$ cat src/rtl/matrix_reader.sv
// Streams a MATRIX_DIM x MATRIX_DIM matrix from matrix storage onto a valid/ready stream.
// Optional column-major readout is enabled by defining MATRIX_READER_TRANSPOSE_EN.
module matrix_reader #(
  parameter int MATRIX_DIM = 16,
  parameter int DATA_W     = 16,
  parameter int LENGTH     = MATRIX_DIM * MATRIX_DIM,
  localparam int CNT_W     = (MATRIX_DIM > 1) ? $clog2(MATRIX_DIM) : 1,
  localparam int ADDR_W    = (LENGTH > 1) ? $clog2(LENGTH) : 1
) (
  input  logic              clk,
  input  logic              rst_n,
  input  logic              start,
`ifdef MATRIX_READER_TRANSPOSE_EN
  input  logic              transpose,
`endif
  output logic              busy,
  output logic              done,
  output logic [ADDR_W-1:0] mem_addr,
  input  logic [DATA_W-1:0] mem_q,
  output logic [DATA_W-1:0] out_data,
  output logic              out_valid,
  input  logic              out_ready,
  output logic              out_last
);

  typedef logic [DATA_W-1:0] data_t;
  typedef enum logic [1:0] {IDLE, STREAM, DRAIN} state_e;

  localparam logic [CNT_W-1:0] LAST_IDX = CNT_W'(MATRIX_DIM - 1);

  state_e            state_q;
  logic [CNT_W-1:0]  row_q, col_q;
  logic [CNT_W-1:0]  row_d, col_d;
  data_t             out_data_q;
  logic              out_valid_q, out_last_q, done_q;
  logic              is_last, load_en;

  // Address products are formed at 32 bits and then narrowed, so no DIM can overflow them.
`ifdef MATRIX_READER_TRANSPOSE_EN
  logic transpose_q;
  assign mem_addr = transpose_q ? ADDR_W'(int'(col_q) * MATRIX_DIM + int'(row_q))
                                : ADDR_W'(int'(row_q) * MATRIX_DIM + int'(col_q));
`else
  assign mem_addr = ADDR_W'(int'(row_q) * MATRIX_DIM + int'(col_q));
`endif

  assign is_last = (row_q == LAST_IDX) && (col_q == LAST_IDX);
  assign load_en = (state_q == STREAM) && (!out_valid_q || out_ready);

  always_comb begin
    row_d = row_q;
    col_d = col_q;
    if (col_q == LAST_IDX) begin
      col_d = '0;
      row_d = row_q + 1'b1;
    end else begin
      col_d = col_q + 1'b1;
    end
  end

  always_ff @(posedge clk) begin
    if (!rst_n) begin
      state_q     <= IDLE;
      row_q       <= '0;
      col_q       <= '0;
      out_data_q  <= '0;
      out_valid_q <= 1'b0;
      out_last_q  <= 1'b0;
      done_q      <= 1'b0;
`ifdef MATRIX_READER_TRANSPOSE_EN
      transpose_q <= 1'b0;
`endif
    end else begin
      done_q <= 1'b0;
      case (state_q)
        IDLE: begin
          if (start) begin
            row_q   <= '0;
            col_q   <= '0;
            state_q <= STREAM;
`ifdef MATRIX_READER_TRANSPOSE_EN
            transpose_q <= transpose;
`endif
          end
        end
        STREAM: begin
          // A new element is loaded whenever the output register is empty or being drained.
          if (load_en) begin
            out_data_q  <= mem_q;
            out_valid_q <= 1'b1;
            out_last_q  <= is_last;
            if (is_last) begin
              state_q <= DRAIN;
            end else begin
              row_q <= row_d;
              col_q <= col_d;
            end
          end
        end
        DRAIN: begin
          if (out_valid_q && out_ready) begin
            out_valid_q <= 1'b0;
            out_last_q  <= 1'b0;
            done_q      <= 1'b1;
            row_q       <= '0;
            col_q       <= '0;
            state_q     <= IDLE;
          end
        end
        default: state_q <= IDLE;
      endcase
    end
  end

  assign busy      = (state_q != IDLE);
  assign done      = done_q;
  assign out_data  = out_data_q;
  assign out_valid = out_valid_q;
  assign out_last  = out_last_q;

endmodule

$ cat config.mk
export PLATFORM = sky130hd
export DESIGN_NAME = matrix_reader
export DESIGN_NICKNAME = d
export VERILOG_FILES = /design/src/rtl/matrix_reader.sv
export SDC_FILE = /design/constraint.sdc
export NUM_CORES = 1
export LEC_CHECK = 0
export CAP_MARGIN = 20
export CORE_MARGIN = 2
export CORE_UTILIZATION = 40
export CTS_CLUSTER_DIAMETER = 80
export DETAILED_ROUTE_END_ITERATION = 16
export MAX_ROUTING_LAYER = met4
export PLACE_DENSITY = 0.73
export SKIP_LAST_GASP = 1
export SLEW_MARGIN = 40
export SYNTH_ARGS = -nofsm -noshare
export SYNTH_HDL_FRONTEND = slang
export SYNTH_SLANG_ARGS = --single-unit
$ cat constraint.sdc
create_clock -name clk -period 1.5 [get_ports clk]
set_input_delay 0.225 -clock clk [delete_from_list [all_inputs] [get_ports clk]]
set_output_delay 0.225 -clock clk [all_outputs]
set_load 0.03 [all_outputs]
Word level (Yosys, flattened, before mapping). Cells that the tools add are included.

Bits of input ports: 20. Logic and storage cells: 56. Output and inout bits: 28. Bits in registers: 29.

Eq/ne operators: 10. Muxes and demuxes: 21. Reduce and logical (&&, ||, !) cells: 15. $add $sub $neg: 3.

Operator list (number): 4-bit two-way mux (8); 4-bit case mux with 3 select lines (2); 2-bit != test, second input constant (5); 4-bit by 1-bit adder with 4-bit output, second input constant (2); 8-bit by 4-bit adder with 8-bit output (1); 4-bit == test, second input constant (2); 2-bit two-way mux (4); 2-bit case mux with 3 select lines (1); 6-bit AND reduction (1); 5-bit AND reduction (1); 1-bit two-way mux (4); 1-bit case mux with 2 select lines (2); 2-bit AND reduction (2); 4-bit AND reduction (1); 2-bit nonzero test (2); 1-bit logical AND (3); 3-bit AND reduction (1); 3-bit nonzero test (1); 2-bit by 1-bit == test with 1-bit output, second input constant (1); 2-bit == test, second input constant (1); 2-bit logical NOT (1); 2-bit by 1-bit != test with 1-bit output, second input constant (1); 1-bit logical NOT (1); 1-bit logical OR (1).

Longest topological paths before layout.
Word-level depth: 5. Depth in mapped cells: 6.

Worst setup path before layout. Ideal clock, no wire load.

Path kind: flip-flop to flip-flop. Start: register row_q[1]. End: register col_q[1]. Library setup time: 0.132 ns. Cell stages (with the launch flop): 6. Clock period less this slack: 1.611 ns. Buffers on the path: 0. Arrival: 1.478 ns. Data required time: 1.368 ns. Path slack: -0.111 ns. Cell sequence: dfxtp_1 ha_1 nand3_1 o21ai_1 nand4b_1 a21oi_1.

Longest elaborated chain between the ends: 4.

RTL lines: start: declaration (line 32) `logic [CNT_W-1:0] row_q, col_q;`; start signal: assignment (line 95) `row_q <= row_d;`; 4-bit == test (line 47) `assign is_last = (row_q == LAST_IDX) && (col_q == LAST_IDX);`; 1-bit logical AND (line 47); 2-bit != test (no source line); 5-bit AND reduction (no source line); end signal: assignment (line 96) `col_q <= col_d;`; end: declaration (line 32).

Every way passes these cells. A chain may end at the register's enable or synchronous reset.

Final worst setup path.
Start: register state_q[0]. End: output port busy.

Longest elaborated chain between the ends: 1.

RTL lines: start: declaration (line 31) `state_e state_q;`; start signal: assignment (line 63) `state_q <= IDLE;`; start signal: assignment (line 80) `state_q <= STREAM;`; start signal: assignment (line 93) `state_q <= DRAIN;`; 2-bit nonzero test (line 115) `assign busy = (state_q != IDLE);`; end: declaration (line 16) `output logic busy,`.

Every way passes these cells.

==> key figures <==
Yosys
  – Top post-synthesis cells by count: nand2_1, dfxtp_1, a21oi_1
  – Async SR Flop Fraction: 0%
  – Sequential element share of the synthesized area: 43.0%
  – XOR/XNOR Fraction of Synth Area: 0%
  – FF+latch count, synth: 29
  – Largest family of logic cells by synthesized area: simple AND/OR/NAND/NOR gates
  – EDFF count, synth: 0
  – Number of synthesis warnings: 0
  – Cell taking the most area after synthesis: dfxtp_1
  – Post-synthesis simple-gate area fraction: 27.3%
  – Multiplexer area fraction after synthesis: 0.741%
  – Synth Area in Compound Gates: 22.6%
  – Synth Cell Area: 0.00135 sq mm
  – Number of distinct library cells after synthesis: 41
  – Net count after synthesis: 176
  – Most common cell in the netlist: nand2_1
  – Top_reg_cell synth: dfxtp_1
  – Top cell type's share of synthesized area: 43.0%
  – Post-Synth Adder-Cell Area: 1.85%
  – Synth top area cells: dfxtp_1, nand2_1, a21oi_1
  – Post-Syn Instances: 154
  – Synthesized area per cell: 8.77 sq um

Drt
  – DRC errors left: 0
  – DR WL/cell: 12.9 um
  – Via count: 1345
  – DRT Wirelength: 3390 um
  – Antenna Nets Post-Route: 0
  – Iteration-0 DRC Markers: 75
  – DRT Pass-1 Iters: 4
  – Vias per std cell: 5.11

Worst setup path
  – Critical path data required time: 1.27 ns
  – Startpoint types: flop
  – Critical path endpoint category: output pin
  – Buffers & Inverters on Critical Path: 2
  – Cell Chain, Critical Path: buf_4, or2_2, buf_6
  – Slowest stage cell, crit path: dfxtp_4
  – Family with the most delay on the worst path: flip-flops
  – Crit path largest cell delay: 0.35 ns
  – Crit path DAT: 1.23 ns
  – Worst Path Max Fanout: 5
  – Crit Path Class: flop to output pin

Placement
  – Placed Cells: 254
  – IO Port Bufs: 47
  – Worst slack at placement: -0.154 ns
  – Gp weighted congestion: 0.763
  – Hpwl dp: 2480 um

Timing
  – Setup violations, final: 0
  – Slew HR: 75.8%
  – Tmin final: 1.45 ns
  – Period utilisation layout: 96.7%
  – Max Slew Vio Count: 0
  – Max Clock Freq: 689 MHz
  – Fin. Hold Viols: 0
  – Clock skew: 0.00510 ns
  – Actual slew at the worst max-slew pin: 0.364 ns
  – RSZ-0062 raised after global routing: false
  – Worst setup margin: 0.0495 ns

Pwr
  – Leak Pwr: 0.866 nW
  – Max VDD drop: 790 uV
  – Design Power: 1.95 mW
  – Cell Pwr Density: 950 mW/mm^2

Finish
  – Filler Cell Count: 311
  – Area grow syn2layout: 52.3%
  – Non-Filler Instances: 263
  – # diodes: 0
  – Nets@finish: 238
  – Share of layout cells above drive strength 1: 20.3%

Clocking
  – CTS buffer count: 5
  – H-tree depth: 2
  – Cts hold-fix bufs: 0
  – CTS root buf: clkbuf_4
  – CTS tree: done
  – Clock sinks: 29
  – Clock Latency Late Sink: 0.33 ns
  – Clk slew on worst S/H paths: 0.10 ns
  – CTS Buffer Depth: 2

Run status
  – Outcome: finished clean

Die
  – Row cnt: 21
  – IO Pins: 48
  – Initial core utilization: 41.1%
  – Die area: 0.00386 sq mm
  – Core area: 0.00328 sq mm
  – Die Ht: 62.1 um
  – Die W: 62.1 um

Global route
  – GR Layer Usage met3: 6.83%
  – Grt ovf: 0
  – Gr busiest metal: met2
  – Grt met2 use: 33.3%
  – Met1 usage: 22.5%
  – Number of global-route vias before repair: 1279
  – Antenna violations before repair: 0
  – Largest net degree at the start of global routing: 18
  – Total track usage: 20.2%
  – First-pass GRT wire length: 5390 um

Hold path
  – Min-delay worst type: primary input to flop

Run
  – Max capacitance violation total: 0
registers in the layout (all words and copies together) (netlist names):
name / flops
out_valid: 1
out_data: 16
row_q: 4
col_q: 4
state_q: 2
done: 1
out_last: 1
power by group:
part / switching, mW / internal (mW)
clock network: 0.283 / 0.516
logic: 0.183 / 0.151
registers: 0.0186 / 0.801
total: 0.484 / 1.47
logic make-up (layout without fill, tap and decap cells):
kind of cell               count (synthesis)  count (layout)
AOI/OAI and AO/OA                         47              47
adders and majority gates                  2               2
buffers and inverters                     10              73
DFF                                       29              29
muxes                                      1               1
and+or+nand+nor                           65              65
layer usage:
layer  wire [um]  vias to the layer above
li1            -                      679
met1        1430                      613
met2        1690                       48
met3         222                        5
met4          47                        0
met5           0                        -
final timing paths:
check	start	endpoint	slack, ns	cells after the start
worst max register to register	state_q[0]	row_q[1]	0.06	5
worst max-delay path	state_q[0]	busy	0.05	3
worst min register to register	out_data[14]	out_data[14]	0.46	2
worst min-delay path	mem_q[6]	out_data[6]	0.43	3
placed cells by master, fill, tap and decap left out, types with 3 or more instances in the layout:
cell type and n:
o21ai_1 6, dfxtp_1 23, clkbuf_4 5, nand3b_1 3, dlygate4sd2_1 26, nor2_1 3, a31oi_1 4, nor4_1 3
buf_4 13, dfxtp_2 5, nand2_1 35, nand3_1 3, clkdlybuf4s50_1 19, a21oi_1 25
worst min-delay path, stage by stage:
cell and delay, ns:
clkdlybuf4s50_1 0.40, nand2_1 0.06, a21oi_1 0.05
metrics by stage:
stage | cell area, sq um | utilization (%) | hold WS [ns] | setup TNS (ns)
after floorplan | 1360 | - | 0.361 | 0
after global placement | 1960 | 59.7 | 0.442 | -2.27
after detailed placement | 1960 | 59.7 | 0.452 | -2.69
after CTS | 2050 | 62.3 | 0.420 | 0
after global routing | 2060 | 62.6 | 0.424 | 0
final | 2060 | 62.6 | 0.431 | 0
final cells by class:
type                            instances  area, sq um  area share [%]
Clock inverter                          3         65.1            3.16
Tap cell                               46         57.6            2.80
Inverter                                3         11.3           0.548
Multi-Input combinational cell        115          717            34.9
Clock buffer                            5         37.5            1.83
Sequential cell                        29          591            28.7
Timing Repair Buffer                   62          577            28.1
timing repair:
| action | in CTS | in global routing |
|---|---|---|
| gates cloned | 0 | 0 |
| buffers inserted | 1 | 0 |
| setup endpoints to repair | 30 | 24 |
| resized for setup | 30 | 4 |
Power figures use the tool's default switching activity.
